File: src/rtl/printer_pkg.sv
// Shared types and constants for the office printer scheduler.
package printer_pkg;

  typedef enum logic [1:0] {IDLE, GRANT, PRINT, DONE} state_t;

  localparam logic [1:0] OWN_NONE = 2'b00;
  localparam logic [1:0] OWN_BOSS = 2'b01;
  localparam logic [1:0] OWN_ENG  = 2'b10;
  localparam logic [1:0] OWN_BOY  = 2'b11;

  // Bit positions in the request vector; lower index means higher priority.
  localparam int REQ_BOSS = 0;
  localparam int REQ_ENG  = 1;
  localparam int REQ_BOY  = 2;

  function automatic logic [1:0] own_code(input int idx);
    return 2'(idx + 1);
  endfunction

endpackage

File: src/rtl/printer_age_arb.sv
// Per-requester wait counters with aging promotion, plus the fixed-priority winner select.
module printer_age_arb
  import printer_pkg::*;
#(
  parameter int AGE_MAX = 8,
  parameter int CW      = $clog2(AGE_MAX + 1)
) (
  input  logic       clk,
  input  logic       rst,
  input  logic [2:0] req,
  input  logic [1:0] owner,
  input  logic       grant,
  output logic [1:0] winner,
  output logic       valid
);

  localparam logic [CW-1:0] AGE_TOP = CW'(AGE_MAX);

  logic [2:0] aged;
  logic [2:0] pool;

  generate
    for (genvar gi = 0; gi < 3; gi++) begin : g_wait
      logic [CW-1:0] cnt;

      always_ff @(posedge clk or negedge rst) begin
        if (!rst) begin
          cnt <= '0;
        end else if (!req[gi] || owner == own_code(gi) ||
                     (grant && winner == own_code(gi))) begin
          cnt <= '0;
        end else if (cnt != AGE_TOP) begin
          cnt <= cnt + 1'b1;
        end
      end

      assign aged[gi] = req[gi] && (cnt == AGE_TOP);
    end
  endgenerate

  // Aged requesters form their own pool; priority order applies within whichever pool is used.
  assign pool  = (|aged) ? aged : req;
  assign valid = |req;

  always_comb begin
    winner = OWN_NONE;
    if (pool[REQ_BOSS])     winner = OWN_BOSS;
    else if (pool[REQ_ENG]) winner = OWN_ENG;
    else if (pool[REQ_BOY]) winner = OWN_BOY;
  end

endmodule

File: src/rtl/printer_sched.sv
// Printer ownership scheduler: arbitrates three requesters and tracks a multi-page job
// until completion, owner abort, or inter-page timeout.
module printer_sched
  import printer_pkg::*;
#(
  parameter int PW      = 4,
  parameter int AGE_MAX = 8,
  parameter int TIMEOUT = 16
) (
  input  logic          clk,
  input  logic          rst,
  input  logic          rboss,
  input  logic          reng,
  input  logic          rboy,
  input  logic [3*PW-1:0] pages,
  input  logic          page_done,
  output logic [1:0]    usingby,
  output logic          start,
  output logic          done,
  output logic          abort,
  output logic          fault
);

  localparam int            TW   = $clog2(TIMEOUT);
  localparam logic [TW-1:0] TMAX = TW'(TIMEOUT - 1);

  state_t        state;
  logic [1:0]    owner;
  logic [PW-1:0] pages_left;
  logic [TW-1:0] timer;

  logic [2:0]    req;
  logic [1:0]    winner;
  logic          win_valid;
  logic          grant;
  logic [1:0]    arb_owner;
  logic          owner_req;
  logic [PW-1:0] owner_pages;

  assign req       = {rboy, reng, rboss};
  assign grant     = (state == IDLE) && win_valid;
  // The stale owner of the previous job must not pin its counter while idle.
  assign arb_owner = (state == IDLE) ? OWN_NONE : owner;

  always_comb begin
    owner_req   = 1'b0;
    owner_pages = '0;
    case (owner)
      OWN_BOSS: begin owner_req = rboss; owner_pages = pages[3*PW-1:2*PW]; end
      OWN_ENG:  begin owner_req = reng;  owner_pages = pages[2*PW-1:PW];   end
      OWN_BOY:  begin owner_req = rboy;  owner_pages = pages[PW-1:0];      end
      default:  ;
    endcase
  end

  printer_age_arb #(.AGE_MAX(AGE_MAX)) u_arb (
    .clk    (clk),
    .rst    (rst),
    .req    (req),
    .owner  (arb_owner),
    .grant  (grant),
    .winner (winner),
    .valid  (win_valid)
  );

  always_ff @(posedge clk or negedge rst) begin
    if (!rst) begin
      state      <= IDLE;
      owner      <= OWN_NONE;
      pages_left <= '0;
      timer      <= '0;
      usingby    <= OWN_NONE;
      start      <= 1'b0;
      done       <= 1'b0;
      abort      <= 1'b0;
      fault      <= 1'b0;
    end else begin
      start <= 1'b0;
      done  <= 1'b0;
      abort <= 1'b0;
      fault <= 1'b0;
      case (state)
        IDLE: begin
          usingby <= OWN_NONE;
          if (win_valid) begin
            owner <= winner;
            state <= GRANT;
          end
        end
        GRANT: begin
          usingby    <= owner;
          start      <= 1'b1;
          pages_left <= (owner_pages == '0) ? PW'(1) : owner_pages;
          timer      <= '0;
          state      <= PRINT;
        end
        PRINT: begin
          usingby <= owner;
          if (!owner_req) begin
            abort   <= 1'b1;
            done    <= 1'b1;
            usingby <= OWN_NONE;
            state   <= DONE;
          end else if (page_done && pages_left == PW'(1)) begin
            done    <= 1'b1;
            usingby <= OWN_NONE;
            state   <= DONE;
          end else if (page_done) begin
            pages_left <= pages_left - 1'b1;
            timer      <= '0;
          end else if (timer == TMAX) begin
            fault   <= 1'b1;
            done    <= 1'b1;
            usingby <= OWN_NONE;
            state   <= DONE;
          end else begin
            timer <= timer + 1'b1;
          end
        end
        DONE: begin
          usingby <= OWN_NONE;
          state   <= IDLE;
        end
        default: state <= IDLE;
      endcase
    end
  end

endmodule

File: config.mk
export PLATFORM = sky130hd
export DESIGN_NAME = printer_sched
export DESIGN_NICKNAME = d
export VERILOG_FILES = /design/src/rtl/printer_pkg.sv /design/src/rtl/printer_age_arb.sv /design/src/rtl/printer_sched.sv
export SDC_FILE = /design/constraint.sdc
export NUM_CORES = 1
export LEC_CHECK = 0
export BUFFER_PORTS_ARGS = -buffer_cell sky130_fd_sc_hd__clkbuf_2
export CORE_MARGIN = 5
export CORE_UTILIZATION = 35
export CTS_CLUSTER_DIAMETER = 60
export DETAILED_ROUTE_END_ITERATION = 16
export MAX_ROUTING_LAYER = met4
export SLEW_MARGIN = 10
export SYNTH_ARGS = -nofsm -noshare
export SYNTH_HDL_FRONTEND = slang
export SYNTH_SLANG_ARGS = --single-unit
File: constraint.sdc
create_clock -name clk -period 4.5 [get_ports clk]
set_input_delay 0.45 -clock clk [delete_from_list [all_inputs] [get_ports clk]]
set_output_delay 0.45 -clock clk [all_outputs]
set_load 0.05 [all_outputs]
Yosys cells after proc, flatten, opt, wreduce, memory -nomap -nowiden
Index checks and enable logic that the tools add are counted.
{"block": "word_totals", "elab_cells": 119, "regBits": 30, "inputBits": 18}
{"block": "classes", "n_reduce_logical": 30, "addsub": 5, "mux": 45, "n_eq_ne": 27}
{"op": "two-way mux 4 bit", "n": 14}
{"op": "two-way mux 2 bit", "n": 13}
{"op": "!= test 4 bit (second input constant)", "n": 5}
{"op": "adder 4 x 1 -> 4 bit (second input constant)", "n": 4}
{"op": "equality test 2 bit (second input constant)", "n": 8}
{"op": "equality test 4 bit (second input constant)", "n": 4}
{"op": "one-hot mux 4 bit (2 select lines)", "n": 2}
{"op": "one-hot mux 4 bit (3 select lines)", "n": 1}
{"op": "two-way mux 1 bit", "n": 11}
{"op": "equality test 2 x 1 -> 1 bit (second input constant)", "n": 4}
{"op": "logical AND 1 bit", "n": 8}
{"op": "!= test 2 bit (second input constant)", "n": 4}
{"op": "one-hot mux 2 bit (4 select lines)", "n": 1}
{"op": "AND reduction 4 bit", "n": 2}
{"op": "nonzero test 2 bit", "n": 4}
{"op": "logical OR 1 bit", "n": 6}
{"op": "one-hot mux 2 bit (3 select lines)", "n": 1}
{"op": "OR reduction 3 bit", "n": 2}
{"op": "equality test 4 x 1 -> 1 bit (second input constant)", "n": 1}
{"op": "logical NOT 4 bit", "n": 1}
{"op": "subtractor 4 x 1 -> 4 bit (second input constant)", "n": 1}
{"op": "logical NOT 1 bit", "n": 3}
{"op": "two-way mux 3 bit", "n": 1}
{"op": "!= test 3 bit (second input constant)", "n": 1}
{"op": "other kinds (5)", "n": 5}

Logic depth before layout (Yosys ltp)
{"block": "logic_depth", "word_depth": 11, "depth_mapped": 8, "ltp_nobuf": 7}

Hierarchy
From an unflattened synthesis, not the netlist that was laid out.
{"block": "unflattened", "hier_cells": 199, "area_unflattened_um2": 1901.8}
{"module": "printer_sched", "n_inst": 1, "area_each_um2": 1109.8, "seq_area_each_um2": 450.4, "cells_each": 110}
{"module": "printer_age_arb", "n_inst": 1, "area_each_um2": 792.0, "seq_area_each_um2": 300.3, "cells_each": 89}

Worst setup path before layout
No wires, ideal clock.
{"block": "synth_timing", "path_type": "flip-flop to flip-flop", "startpoint": "reg owner[1]", "endpoint": "reg state[1]", "stages_incl_launch_ff": 7, "period_less_slack_ps": 1903, "setup_slack_ps": 2597, "setup_time_ps": 125, "t_arrival_ps": 1779, "cell_sequence": "dfrtp_1 -> buf_6 -> mux2_4 -> a22o_4 -> nand3_1 -> a21boi_2 -> mux2_2"}
{"block": "synth_via", "elab_chain_cells": 4, "elab_cells_between_ends": 9}
{"item": "start, declared", "line": "printer_sched.sv:28", "rtl": "logic [1:0] owner;"}
{"item": "start signal, assigned", "line": "printer_sched.sv:86", "rtl": "owner <= winner;"}
{"item": "equality test 2 bit / equality test 2 x 1 -> 1 bit (equally long branches)", "line": "printer_sched.sv:48", "rtl": "case (owner)"}
{"item": "one-hot mux 1 bit (3 select lines) *", "line": "printer_sched.sv:48"}
{"item": "!= test 4 bit (no source line) / two-way mux 2 bit (equally long branches)"}
{"item": "AND reduction 3 bit (no source line) / one-hot mux 2 bit (4 select lines) (equally long branches)"}
{"item": "end signal, assigned", "line": "printer_sched.sv:68", "rtl": "state <= IDLE;"}
{"item": "end signal, assigned", "line": "printer_sched.sv:87", "rtl": "state <= GRANT;"}
{"item": "end signal, assigned", "line": "printer_sched.sv:95", "rtl": "state <= PRINT;"}
{"item": "end, declared", "line": "printer_sched.sv:27", "rtl": "state_t state;"}
Every way passes the cells marked *; elsewhere a longest branch is shown, timed or not.
A chain may end at the register's enable or synchronous reset.

Worst setup path in the final report
{"block": "layout_timing", "startpoint": "reg state[0]", "endpoint": "reg timer[2]"}
{"block": "layout_via", "elab_chain_cells": 3, "elab_cells_between_ends": 8}
{"item": "equality test 2 bit / equality test 2 x 1 -> 1 bit (equally long branches)", "line": "printer_sched.sv:82", "rtl": "case (state)"}
{"item": "!= test 3 bit (no source line), or another cell as far along"}
{"item": "AND reduction 4 bit (no source line)"}
{"item": "end signal, assigned", "line": "printer_sched.sv:117", "rtl": "timer <= timer + 1'b1;"}
{"item": "end, declared", "line": "printer_sched.sv:30", "rtl": "logic [TW-1:0] timer;"}
Several ways; a longest one is shown, not always the timed one.

==> load_flow_metrics.sql <==
INSERT INTO impl_metrics (metric_group, metric, value, unit) VALUES
('critical_path', 'setup.worst_path.start_class', 'flip-flop', ''),
('power_and_ir_drop', 'clockPowerShare', '18.1', '%'),
('grt', 'global_route.usage.total', '12.6', '%'),
('cells_and_area', 'finish.utilization', '41.1', '%'),
('yosys', 'mappedNetlistNets', '211', ''),
('route', 'drtAntennaViolNets', '0', ''),
('sta', 'maxSlewHeadroom', '48.4', '%'),
('sta', 'timing.final.crit_period', '2.11', 'ns'),
('critical_path', 'critPathKind', 'reg2reg', ''),
('yosys', 'ffs_latches_synth', '30', ''),
('route', 'detailroute.via_count', '1388', ''),
('sta', 'report.final.hold_viol_count', '0', ''),
('yosys', 'synth_area', '1800', 'µm²'),
('critical_path', 'required_time_at_the_endpoint_of_the_critical_path', '4.71', 'ns'),
('critical_path', 'timing.critical_path.from', 'state[0]', ''),
('yosys', 'synth-edff-count', '0', ''),
('yosys', 'netlist.area_leader.share', '41.7', '%'),
('cts', 'cts.repair.resized', '0', ''),
('sta', 'rsz0062_at_grt', 'false', ''),
('cts', 'clock_slew_at_the_register_clock_pins_of_the_worst_setup_and_hold_paths', '0.07', 'ns'),
('floorplanning', 'ios', '24', ''),
('floorplanning', 'starting_density_of_the_core', '35.7', '%'),
('yosys', 'synth-adder-area-share', '8.33', '%'),
('yosys', 'netlist_top_cells_area', 'sky130_fd_sc_hd__dfrtp_1 42%, sky130_fd_sc_hd__ha_1 8.3%, sky130_fd_sc_hd__nor2_1 3.8%', ''),
('sta', 'clock_skew', '0.00633', 'ns'),
('route', 'detailedRoute.firstIterationViolations', '63', ''),
('cts', 'cts-buffers-inserted', '5', ''),
('floorplanning', 'std_cell_rows', '26', ''),
('floorplanning', 'core_area', '5040', 'µm²'),
('placed_design', 'gp_routability_congestion', '0.772', ''),
('power_and_ir_drop', 'power.net_switching', '0.532', 'mW'),
('yosys', 'post_synth_arst_share', '100', '%'),
('route', 'detailroute.wirelength.met2', '1560', 'µm'),
('yosys', 'most_repeated_cell_in_the_gate_level_netlist_after_synthesis', 'sky130_fd_sc_hd__dfrtp_1', ''),
('route', 'detail_route.wl_per_cell', '13.0', 'µm'),
('power_and_ir_drop', 'power.share.switching', '42.0', '%'),
('critical_path', 'rr_worst_depth', '5', ''),
('power_and_ir_drop', 'maximum_vdd_ir_drop', '0.000197', 'V'),
('grt', 'antenna_violations_before_repair', '0', ''),
('route', 'drt-pass1-iter-count', '4', ''),
('placed_design', 'buffer_ports.inserted', '23', ''),
('route', 'dr_wl_met3', '172', 'µm'),
('sta', 'setup_violations', '0', ''),
('yosys', 'yosysSeqAreaShare', '41.7', '%'),
('power_and_ir_drop', 'internal-power', '0.734', 'mW'),
('cells_and_area', 'layout-drive-gt1-share', '21.2', '%'),
('cts', 'clock-sinks', '30', ''),
('yosys', 'synth.mux.area_fraction', '5.63', '%'),
('critical_path', 'r2r_setup_slack', '2.39', 'ns'),
('route', 'drc', '0', ''),
('yosys', 'synthXorXnorAreaFrac', '3.89', '%'),
('yosys', 'top_ff_cell_synth', 'sky130_fd_sc_hd__dfrtp_1', ''),
('floorplanning', 'die_y', '81.8', 'µm'),
('yosys', 'synth_top_area_cell', 'sky130_fd_sc_hd__dfrtp_1', ''),
('grt', 'grt_start_max_net_pins', '31', ''),
('route', 'avgViaCountPerCell', '4.99', ''),
('flow_run', 'drv.max_cap_violation_count', '0', ''),
('status', 'outcome', 'complete, no violations', ''),
('cts', 'cts_tree', 'yes', ''),
('sta', 'tightestPinTransition', '0.774', 'ns'),
('min_path', 'hp-class', 'in2async', ''),
('cts', 'cts_root_buf', 'sky130_fd_sc_hd__clkbuf_8', ''),
('floorplanning', 'die_w', '81.8', 'µm'),
('cells_and_area', 'nets_final', '237', ''),
('yosys', 'syn-instance-count', '181', ''),
('critical_path', 'r2r-start', 'state[0]', ''),
('critical_path', 'worstSetupEndpoint', 'timer[2]', ''),
('floorplanning', 'dieArea', '6680', 'µm²'),
('cells_and_area', 'insertedDiodeCount', '0', ''),
('route', 'final_wirelength', '3630', 'µm'),
('yosys', 'ys_top_cells_by_count', '30 x sky130_fd_sc_hd__dfrtp_1, 18 x sky130_fd_sc_hd__nor2_1, 16 x sky130_fd_sc_hd__inv_1, 12 x sky130_fd_sc_hd__ha_1, 11 x sky130_fd_sc_hd__nand2_1', '');
worst min path at each step:
stage	end	startpoint	cells past startpoint	slack [ns]
floorplan	abort	rst	0	0.15
global placement	state[0]	state[0]	1	0.51
detailed placement	state[0]	state[0]	1	0.52
CTS	u_arb.g_wait[2].cnt[3]	rst	1	0.26
global route	u_arb.g_wait[2].cnt[3]	rst	1	0.29
finish	u_arb.g_wait[2].cnt[3]	rst	1	0.23
flip-flops by register name (all words and copies together) (netlist names):
register          cells
start                 1
state                 2
usingby               2
timer                 4
done                  1
fault                 1
pages_left            4
abort                 1
owner                 2
u_arb.g_wait.cnt     12
metrics by stage:
stage | hold WS, ns | total power, mW | setup slack, ns | area, µm² | std cells
2_1_floorplan | 0.154 | 0.917 | 2.60 | 1800 | 181
3_3_place_gp | 0.514 | 1.04 | 2.45 | 1980 | 270
3_5_place_dp | 0.519 | 1.04 | 2.43 | 1980 | 270
4_1_cts | 0.257 | 1.28 | 2.42 | 2070 | 278
5_1_grt | 0.286 | 1.38 | 2.26 | 2070 | 278
6_report | 0.228 | 1.27 | 2.39 | 2070 | 278
logic make-up (layout without fill, tap and decap cells):
kind of cell	after synthesis	count (layout)
adder cells (fa/ha/maj)	12	12
flip-flops	30	30
AND/OR/NAND/NOR	58	58
XOR/XNOR	8	8
AO/OA/AOI/OAI	44	44
multiplexers	9	9
buffers and inverters	20	47
cell usage in the layout (no fill, tap or decap), types with 3 or more instances in the layout:
cell	synthesis	final
sky130_fd_sc_hd__mux2_2	5	5
sky130_fd_sc_hd__ha_1	12	12
sky130_fd_sc_hd__clkbuf_2	0	23
sky130_fd_sc_hd__o21ai_0	8	8
sky130_fd_sc_hd__nor2b_1	4	4
sky130_fd_sc_hd__nor2_1	18	18
sky130_fd_sc_hd__nand3_1	6	6
sky130_fd_sc_hd__a22o_1	3	3
sky130_fd_sc_hd__inv_1	16	16
sky130_fd_sc_hd__a31oi_1	3	3
sky130_fd_sc_hd__nand2_1	11	11
sky130_fd_sc_hd__nand4b_1	3	3
sky130_fd_sc_hd__xor2_1	5	5
sky130_fd_sc_hd__xnor2_1	3	3
sky130_fd_sc_hd__dfrtp_1	30	30
sky130_fd_sc_hd__mux2i_1	3	3
sky130_fd_sc_hd__clkbuf_8	0	6
sky130_fd_sc_hd__a21oi_1	8	8
critical path, cell delays in order (launching register included):
cell,delay [ns]
sky130_fd_sc_hd__dfrtp_1,0.40
sky130_fd_sc_hd__inv_1,0.09
sky130_fd_sc_hd__ha_1,0.53
sky130_fd_sc_hd__nand3_1,0.32
sky130_fd_sc_hd__or4b_1,0.54
sky130_fd_sc_hd__a21oi_1,0.16
power groups by stage:
stage | clock (mW) | combinational (mW) | sequential (mW)
after floorplan | 0 | 0.426 | 0.491
after global placement | 0 | 0.581 | 0.457
after detailed placement | 0 | 0.584 | 0.458
after CTS | 0.235 | 0.589 | 0.453
after global routing | 0.250 | 0.658 | 0.472
final | 0.229 | 0.583 | 0.454
layer usage:
layer / global-route usage [%] / vias to the layer above
li1: - / 695
met5: - / -
met3: 3.62 / 6
met2: 18.7 / 27
met4: 5.98 / 0
met1: 15.8 / 660
area by class of cell:
class                           instances  area, µm²
Clock inverter                          1       5.00
Multi-Input combinational cell        131        968
Tap cell                               70       87.6
Timing Repair Buffer                   23        115
Inverter                               16       60.1
Fill cell                             516       2970
Clock buffer                            7       86.3
Sequential cell                        30        751
(Power assumes the default switching activity.)
